**src/rtl/delay_sched_pkg.sv**
```systemverilog
// Shared definitions for the RAM-backed delay line scheduler.
// The traceback controller reuses the same state encoding and default address width.
package delay_sched_pkg;

  localparam int DATA_WIDTH_DEF = 12;
  localparam int ADDR_WIDTH_DEF = 6;

  typedef enum logic [1:0] {
    ST_IDLE  = 2'd0,
    ST_RUN   = 2'd1,
    ST_DRAIN = 2'd2
  } state_e;

endpackage

```
**src/rtl/delay_sched_dp_ram.sv**
```systemverilog
// Simple dual-port RAM: one write port and one registered read-first read port.
module dp_ram #(
  parameter int Data_Width = 12,
  parameter int Addr_Width = 6
) (
  input  logic                  clk,
  input  logic                  we,
  input  logic [Addr_Width-1:0] waddr,
  input  logic [Data_Width-1:0] wdata,
  input  logic                  re,
  input  logic [Addr_Width-1:0] raddr,
  output logic [Data_Width-1:0] rdata
);

  logic [Data_Width-1:0] mem [2**Addr_Width];
  logic [Data_Width-1:0] rdata_q;

  // A read of the address being written returns the old contents.
  always_ff @(posedge clk) begin
    if (we) mem[waddr] <= wdata;
    if (re) rdata_q <= mem[raddr];
  end

  assign rdata = rdata_q;

endmodule

```
**src/rtl/delay_sched.sv**
```systemverilog
// Programmable-depth sample delay line: scheduler FSM, pointers and output stage
// around a dual-port RAM, with valid/ready on both sides and a flush drain.
module delay_sched
  import delay_sched_pkg::*;
#(
  parameter int Data_Width = DATA_WIDTH_DEF,
  parameter int Addr_Width = ADDR_WIDTH_DEF
) (
  input  logic                  mclk,
  input  logic                  rst,
  input  logic                  cfg_load,
  input  logic [Addr_Width-1:0] cfg_delay,
  output logic                  cfg_err,
  input  logic                  flush,
  input  logic                  in_valid,
  input  logic [Data_Width-1:0] in_data,
  output logic                  in_ready,
  output logic                  out_valid,
  output logic [Data_Width-1:0] out_data,
  input  logic                  out_ready,
  output logic                  busy,
  output logic [1:0]            state_o
);

  state_e                state_q, state_d;
  logic [Addr_Width-1:0] wp_q, wp_d;
  logic [Addr_Width-1:0] fill_q, fill_d;
  logic [Addr_Width-1:0] dly_q, dly_d;
  logic [Addr_Width-1:0] pend_q, pend_d;
  logic                  out_valid_q, out_valid_d;
  logic                  zero_q, zero_d;
  logic                  cfg_err_q, cfg_err_d;

  logic                  slot_free, in_fire, cfg_ok;
  logic                  ram_we, ram_re;
  logic [Addr_Width-1:0] ram_raddr, fill_eff, dly_eff;
  logic [Data_Width-1:0] ram_rdata;

  assign slot_free = !out_valid_q || out_ready;
  assign in_ready  = (state_q == ST_RUN) && slot_free;
  assign in_fire   = in_valid && in_ready;
  assign cfg_ok    = cfg_load && (cfg_delay != '0) &&
                     ((state_q == ST_IDLE) ||
                      ((state_q == ST_RUN) && (fill_q == '0) && !out_valid_q));

  always_comb begin
    state_d     = state_q;
    wp_d        = wp_q;
    fill_d      = fill_q;
    dly_d       = dly_q;
    pend_d      = pend_q;
    out_valid_d = out_valid_q && !out_ready;
    zero_d      = zero_q;
    cfg_err_d   = cfg_load && !cfg_ok;
    ram_we      = 1'b0;
    ram_re      = 1'b0;
    ram_raddr   = wp_q - dly_q;
    fill_eff    = fill_q;
    dly_eff     = dly_q;

    // A sample accepted alongside a new configuration already uses the new delay.
    if (cfg_ok) begin
      dly_d    = cfg_delay;
      fill_d   = '0;
      state_d  = ST_RUN;
      fill_eff = '0;
      dly_eff  = cfg_delay;
    end

    case (state_q)
      ST_RUN: begin
        if (in_fire) begin
          ram_we      = 1'b1;
          ram_re      = 1'b1;
          ram_raddr   = wp_q - dly_eff;
          out_valid_d = 1'b1;
          zero_d      = (fill_eff < dly_eff);
          wp_d        = wp_q + 1'b1;
          if (fill_eff < dly_eff) fill_d = fill_eff + 1'b1;
        end
        if (flush && !cfg_ok) begin
          state_d = ST_DRAIN;
          pend_d  = fill_d;
        end
      end
      ST_DRAIN: begin
        if (slot_free) begin
          if (pend_q != '0) begin
            ram_re      = 1'b1;
            ram_raddr   = wp_q - pend_q;
            out_valid_d = 1'b1;
            zero_d      = 1'b0;
            pend_d      = pend_q - 1'b1;
          end else begin
            fill_d  = '0;
            state_d = ST_RUN;
          end
        end
      end
      default: ;
    endcase
  end

  always_ff @(posedge mclk or negedge rst) begin
    if (!rst) begin
      state_q     <= ST_IDLE;
      wp_q        <= '0;
      fill_q      <= '0;
      dly_q       <= Addr_Width'(1);
      pend_q      <= '0;
      out_valid_q <= 1'b0;
      zero_q      <= 1'b1;
      cfg_err_q   <= 1'b0;
    end else begin
      state_q     <= state_d;
      wp_q        <= wp_d;
      fill_q      <= fill_d;
      dly_q       <= dly_d;
      pend_q      <= pend_d;
      out_valid_q <= out_valid_d;
      zero_q      <= zero_d;
      cfg_err_q   <= cfg_err_d;
    end
  end

  dp_ram #(
    .Data_Width(Data_Width),
    .Addr_Width(Addr_Width)
  ) u_ram (
    .clk  (mclk),
    .we   (ram_we),
    .waddr(wp_q),
    .wdata(in_data),
    .re   (ram_re),
    .raddr(ram_raddr),
    .rdata(ram_rdata)
  );

  // The mask flag stands in zeros until D samples have been written.
  assign out_data  = zero_q ? '0 : ram_rdata;
  assign out_valid = out_valid_q;
  assign cfg_err   = cfg_err_q;
  assign busy      = (state_q == ST_DRAIN);
  assign state_o   = state_q;

endmodule

```
**config.mk**
```make
export PLATFORM = sky130hd
export DESIGN_NAME = delay_sched
export DESIGN_NICKNAME = d
export VERILOG_FILES = /design/src/rtl/delay_sched_pkg.sv /design/src/rtl/delay_sched_dp_ram.sv /design/src/rtl/delay_sched.sv
export SDC_FILE = /design/constraint.sdc
export NUM_CORES = 1
export LEC_CHECK = 0
export ABC_AREA = 1
export CELL_PAD_IN_SITES_DETAIL_PLACEMENT = 1
export CELL_PAD_IN_SITES_GLOBAL_PLACEMENT = 2
export CORE_UTILIZATION = 39
export DETAILED_ROUTE_END_ITERATION = 8
export PLACE_DENSITY = 0.85
export SYNTH_ARGS = -nofsm -noshare
export SYNTH_HDL_FRONTEND = slang
export SYNTH_SLANG_ARGS = --single-unit
```
**constraint.sdc**
```tcl
create_clock -name mclk -period 3.51 [get_ports mclk]
set_input_delay 0.702 -clock mclk [delete_from_list [all_inputs] [get_ports mclk]]
set_output_delay 0.702 -clock mclk [all_outputs]
set_load 0.005 [all_outputs]
```
==> impl_metrics.py, run 1 <==
metrics = {
    "floorplan": {
        "fp.dieH_um": 302,
        "core_area_sq_um": 88800,
        "initial_core_util": 0.395,
        "die_x_um": 302,
        "num_rows": 109,
        "die_area_sq_um": 91100,
        "num_io_pins": 42,
    },
    "cts": {
        "cts_max_path_buffers": 3,
        "cts_tree": "built",
        "h-tree-depth": 3,
        "numCtsBuffers": 86,
        "cts-hold-fix-buffers": 0,
        "clkSinkCount": 809,
        "clk_latency_ps": 660,
        "clk_pin_slew_ps": 60,
        "clockRootBuffer": "clkbuf_16",
    },
    "timing": {
        "post-route-min-period_ps": 3770,
        "max_freq_ghz": 0.265,
        "finalCritPeriodShare": 1.07,
        "layout_setup_ws_ps": -257,
        "hold_violations": 0,
        "slew-limit-headroom": 0.355,
        "finalSetupViolCount": 12,
        "rsz0062_at_grt": "yes",
        "finClkSkew_ps": 42.2,
        "worstMarginPinSlew_ps": 968,
        "slew_violations": 0,
    },
    "placed_design": {
        "dp_hpwl_um": 72500,
        "place_area_sq_um": 38900,
        "portBuffers": 41,
        "place_congestion": 0.846,
    },
    "synthesis": {
        "synth_edf_count": 780,
        "synth_most_common_cell": "nand3_1",
        "avgSynthCellArea_sq_um": 11.0,
        "synth_seq_area_share": 0.689,
        "synth_flop_cell": "edfxtp_1",
        "yosys.area.top_type": "edfxtp_1",
        "synth_top_area_frac": 0.668,
        "synth.distinct_cells": 41,
        "synth_area_sq_um": 35100,
        "synth_commonest_cells": "935 x nand3_1, 905 x nand2_1, 780 x edfxtp_1, 129 x buf_2, 106 x nor2_1",
        "syn_inst": 3175,
        "synth_seq_cells": 809,
        "synth.net_count": 3226,
        "yosys_warnings": 0,
        "async_flop_share": 0.0358,
        "synth_area_leaders": "edfxtp_1 67%, nand3_1 13%, nand2_1 9.7%",
    },
    "routing": {
        "wirelength_um": 121000,
        "viasPerCell": 5.65,
        "drtPass1Iterations": 6,
        "num_vias": 26600,
        "drtIter0Drc": 2233,
        "drc_errors": 0,
        "ant_nets": 0,
        "drt-wirelength-per-cell_um": 25.7,
    },
    "grt": {
        "grt_usage": 0.258,
        "grt_pass1_wl_um": 174000,
        "overflow": 0,
        "grt_pass1_vias": 27400,
        "grt_max_degree": 65,
        "antenna_found_initial": 3,
    },
    "cells_and_area": {
        "drive_above_1_share": 0.224,
        "syn2layout_area_growth_pct": 25.6,
        "multi_input_area_sq_um": 10800,
        "final_cell_area_sq_um": 44100,
        "finish.utilization": 0.496,
        "seq_area_sq_um": 24200,
        "fillers": 9281,
        "nets": 3519,
        "diodes": 0,
    },
    "worst_setup_path": {
        "cp.required_ps": 3910,
        "worstSetupPathType": "flip-flop to flip-flop",
        "critPathArrivalTime_ps": 4170,
        "crit_top_cell": "nand2_1",
        "r2r_cells": 28,
        "endpoint_kind": "flip-flop",
        "critPathLaunchType": "flip-flop",
        "cpMaxStageDelayCell": "fa_2",
        "crit_path_max_incr_delay_ps": 430,
        "cp_max_fo": 7,
    },
    "run_status": {
        "outcome": "finished with violations",
        "failed_checks": "negative setup slack",
    },
    "worst_hold_path": {
        "hp-class": "primary input to flip-flop",
        "min_path_cells": 1,
    },
    "flow_run": {
        "maxCapViolCount": 0,
    },
}
[layout by cell type (no fill, tap or decap), types with 3 or more instances in the layout]
cell type,Yosys,routed
a21oi_1,20,20
a31oi_1,4,4
buf_12,0,66
buf_16,0,18
buf_2,129,12
buf_4,42,243
buf_6,4,26
buf_8,0,6
bufinv_16,0,5
clkbuf_1,28,21
clkbuf_16,0,99
clkdlybuf4s50_1,0,29
clkinv_1,1,21
clkinv_2,0,14
dfrtp_1,27,26
edfxtp_1,780,780
ha_1,24,22
inv_1,83,81
inv_2,7,5
inv_4,0,3
nand2_1,905,796
nand2_2,5,98
nand2_4,1,13
nand2_8,0,5
nand3_1,935,787
nand3_2,2,135
nand3_4,0,15
nand4_1,11,11
nor2_1,106,106
nor3_1,4,3
o21ai_0,12,10
o21ai_2,1,3
o22ai_1,5,5
or2_2,3,3
xor2_1,10,10
[state kept, by name, summed over array words and instances, names as in the netlist, named ones only]
signal       flops
cfg_err          1
dly_q            5
fill_q           6
out_valid        1
pend_q           6
state_o          2
u_ram.mem      768
u_ram.rdata     12
wp_q             6
zero_q           1
[cells by family (layout without fill, tap and decap cells)]
logic type               Yosys count  in the layout  synth area share
AND/OR/NAND/NOR                 1978           1979             0.248
XOR/XNOR                          12             12           0.00300
buffers and inverters            298            658            0.0418
AO/OA/AOI/OAI                     51             51           0.00853
flip-flops                       809            809             0.689
adder cells (fa/ha/maj)           27             27            0.0103
[worst max-delay path, delay by kind of cell, from the launching register on]
family	cells	cell delay, ps
buffers and inverters	5	600
adder cells (fa/ha/maj)	3	720
flip-flops	1	390
AND/OR/NAND/NOR	20	1790
[final timing paths]
| check | slack (ps) | end | from |
|---|---|---|---|
| min in group asynchronous | 480 | dly_q[4]$_DFF_PN0_ | rst |
| setup / recovery | -260 | u_ram.rdata[11]$_DFFE_PP_ | state_o[1]$_DFF_PN0_ |
| setup reg to reg | -260 | u_ram.rdata[11]$_DFFE_PP_ | state_o[1]$_DFF_PN0_ |
| hold reg to reg | 500 | pend_q[1]$_DFFE_PN0P_ | pend_q[1]$_DFFE_PN0P_ |
| max in group asynchronous | 2680 | dly_q[0]$_DFF_PN1_ | rst |
| hold / removal | 450 | u_ram.mem[11][0]$_DFFE_PP_ | in_data[0] |
[timing repair]
action                     in CTS  in global routing
buffers inserted               22                 14
pin swaps                      34                 71
setup endpoints to repair      12                 12
gates cloned                   14                 12
gates resized for setup       195                182
[routing by layer]
layer / vias up / global-route usage / part of all wire
met1: 13600 / 0.333 / 0.41
met3: 229 / 0.0393 / 0.060
met5: - / 0 / 0.00026
li1: 11800 / - / -
met4: 4 / 0.115 / 0.039
met2: 948 / 0.432 / 0.49
[through the flow]
step                      setup TNS, ps  hold WS (ps)  cells  setup slack (ps)
final                             -1950           445   4701              -257
after global routing              -4420           426   4701              -447
after CTS                         -2290           400   4677              -236
after detailed placement         -11590           488   4487              -998
after global placement           -11080           468   4487              -956
after floorplan                       0           406   3175              5.40
[layout make-up]
class / count / share of cell area
flip-flops and latches: 809 / 0.548
multi-input cells: 2069 / 0.244
repair buffers: 410 / 0.105
clock buffers: 111 / 0.0526
well taps: 1165 / 0.0331
inverters: 91 / 0.00863
clock inverters: 45 / 0.00809
repair inverters: 1 / 0.000369
Power of run 1 is left out: the tool's default activity adds up to more than one toggle a clock period on the data nets, which glitch-free logic cannot reach.
==> inputs of run 2 (changes only) <==
Settings changed: MAX_ROUTING_LAYER set to met4.
==> run 2 against run 1 <==
Effect of this change: the run still ends with negative setup slack left; setup slack gained 49 ps; via count grew 0.58%; critical path depth up 1; routed wire length is 0.25% higher; non-clock buffer count decreased by 2; global-route usage increased by 0.81 points; largest cell class unchanged; maximum frequency grew 1.3%; worst hold slack lost 11 ps; sequential cell count is the same; first-iteration DRC count down 0.81%.
==> impl_metrics.py, run 2 (synthesis results as in run 1) <==
metrics = {
    "cells_and_area": {
        "nets": 3517,
        "mostFrequentLayoutCell": "nand2_1",
        "finish.utilization": 0.496,
        "seq_area_sq_um": 24200,
        "layout_common_cells": "802 x nand2_1, 795 x nand3_1, 780 x edfxtp_1",
        "syn2layout_area_growth_pct": 25.4,
        "drive_above_1_share": 0.219,
        "multi_input_area_sq_um": 10700,
        "largest_reg_flops": 768,
        "top_register": "u_ram.mem",
        "fillers": 9290,
    },
    "routing": {
        "num_vias": 26700,
        "drtIter0Drc": 2215,
        "drt-wirelength-per-cell_um": 25.8,
        "wirelength_um": 121000,
        "viasPerCell": 5.68,
        "drtPass1Iterations": 5,
        "drc_errors": 0,
        "ant_nets": 0,
    },
    "grt": {
        "overflow": 0,
        "met3_usage": 0.0353,
        "grtUsageMet2": 0.433,
        "antenna_found_initial": 3,
        "top_usage_layer": "met2",
        "grt_usage": 0.266,
        "grt_max_degree": 65,
        "grt_pass1_wl_um": 174000,
        "grt_pass1_vias": 27300,
        "use_met1": 0.335,
    },
    "timing": {
        "finalSetupViolCount": 12,
        "worstMarginPinSlew_ps": 984,
        "hold_violations": 0,
        "finClkSkew_ps": 40.3,
        "slew-limit-headroom": 0.344,
        "finalCritPeriodShare": 1.06,
        "post-route-min-period_ps": 3720,
        "holdWs_ps": 434,
        "slew_violations": 0,
        "max_freq_ghz": 0.269,
        "rsz0062_at_grt": "yes",
        "layout_setup_ws_ps": -208,
        "setup_tns_ps": -2170,
    },
    "floorplan": {
        "die_x_um": 302,
        "fp.dieH_um": 302,
        "initial_core_util": 0.395,
        "die_area_sq_um": 91100,
        "core_area_sq_um": 88800,
        "num_io_pins": 42,
        "num_rows": 109,
    },
    "flow_run": {
        "maxCapViolCount": 0,
    },
    "run_status": {
        "outcome": "finished with violations",
        "failed_checks": "negative setup slack",
    },
    "worst_setup_path": {
        "crit_path_max_incr_delay_ps": 440,
        "cp.required_ps": 3930,
        "cp_max_fo": 7,
        "cp.buffers_inverters": 6,
        "worstSetupPathType": "flip-flop to flip-flop",
        "critPathArrivalTime_ps": 4140,
        "endpoint_kind": "flip-flop",
        "critPathLaunchType": "flip-flop",
        "cpMaxStageDelayCell": "fa_2",
        "cp_top_family": "simple AND/OR/NAND/NOR gates",
        "crit_top_cell": "nand2_1",
    },
    "cts": {
        "clk_latency_ps": 660,
        "clk_pin_slew_ps": 60,
        "h-tree-depth": 3,
        "clkSinkCount": 809,
        "clockRootBuffer": "clkbuf_16",
        "cts_max_path_buffers": 3,
        "cts_tree": "built",
        "numCtsBuffers": 86,
    },
    "placed_design": {
        "place_congestion": 0.859,
        "dp_hpwl_um": 72500,
        "portBuffers": 41,
    },
    "worst_hold_path": {
        "hp-class": "primary input to flip-flop",
    },
}
[run 2: changes by cell type in the layout (fill, tap and decap cells not counted), moves of 3 or more]
cell,before,now
nand3_4,15,11
buf_4,243,240
nand3_2,135,131
nand2_2,98,92
nand3_1,787,795
nand2_1,796,802
diode_2,0,4
[run 2: cell type report]
cell class / instances / area share
clock buffer: 111 / 0.0527
antenna: 4 / 0.000228
tap: 1165 / 0.0331
inverter: 91 / 0.00859
timing repair buffer: 408 / 0.105
multi-input combinational: 2069 / 0.243
sequential: 809 / 0.549
timing repair inverter: 1 / 0.000683
clock inverter: 45 / 0.00811
[run 2: final timing paths]
kind	start	endpoint	depth (start not counted)	slack, ps
max	state_o[1]$_DFF_PN0_	u_ram.rdata[10]$_DFFE_PP_	29	-210
min	in_data[0]	u_ram.mem[11][0]$_DFFE_PP_	1	430
max reg2reg	state_o[1]$_DFF_PN0_	u_ram.rdata[10]$_DFFE_PP_	29	-210
min reg2reg	pend_q[1]$_DFFE_PN0P_	pend_q[1]$_DFFE_PN0P_	2	500
max in group asynchronous	rst	dly_q[0]$_DFF_PN1_	2	2670
min in group asynchronous	rst	dly_q[4]$_DFF_PN0_	2	480
[run 2: repair_timing]
action,CTS,global route
gates cloned,14,12
pin swaps,34,56
hold buffers,0,0
endpoints found under the setup margin,12,12
buffers inserted,22,13
resized for setup,195,168
[run 2: per-layer routing]
| layer | part of all wire | vias up |
|---|---|---|
| li1 | - | 11800 |
| met1 | 0.40 | 13600 |
| met2 | 0.49 | 994 |
| met3 | 0.063 | 248 |
| met4 | 0.040 | 0 |
| met5 | 0 | - |
[run 2: per-stage QoR]
stage / cell area [sq um] / setup WS [ps] / instances
after floorplan: 35100 / 5.40 / 3175
after global placement: 38900 / -956 / 4487
after detailed placement: 38900 / -998 / 4487
after CTS: 42900 / -236 / 4677
after global routing: 44000 / -411 / 4703
final: 44000 / -208 / 4703
Power of run 2 is left out for the same reason.
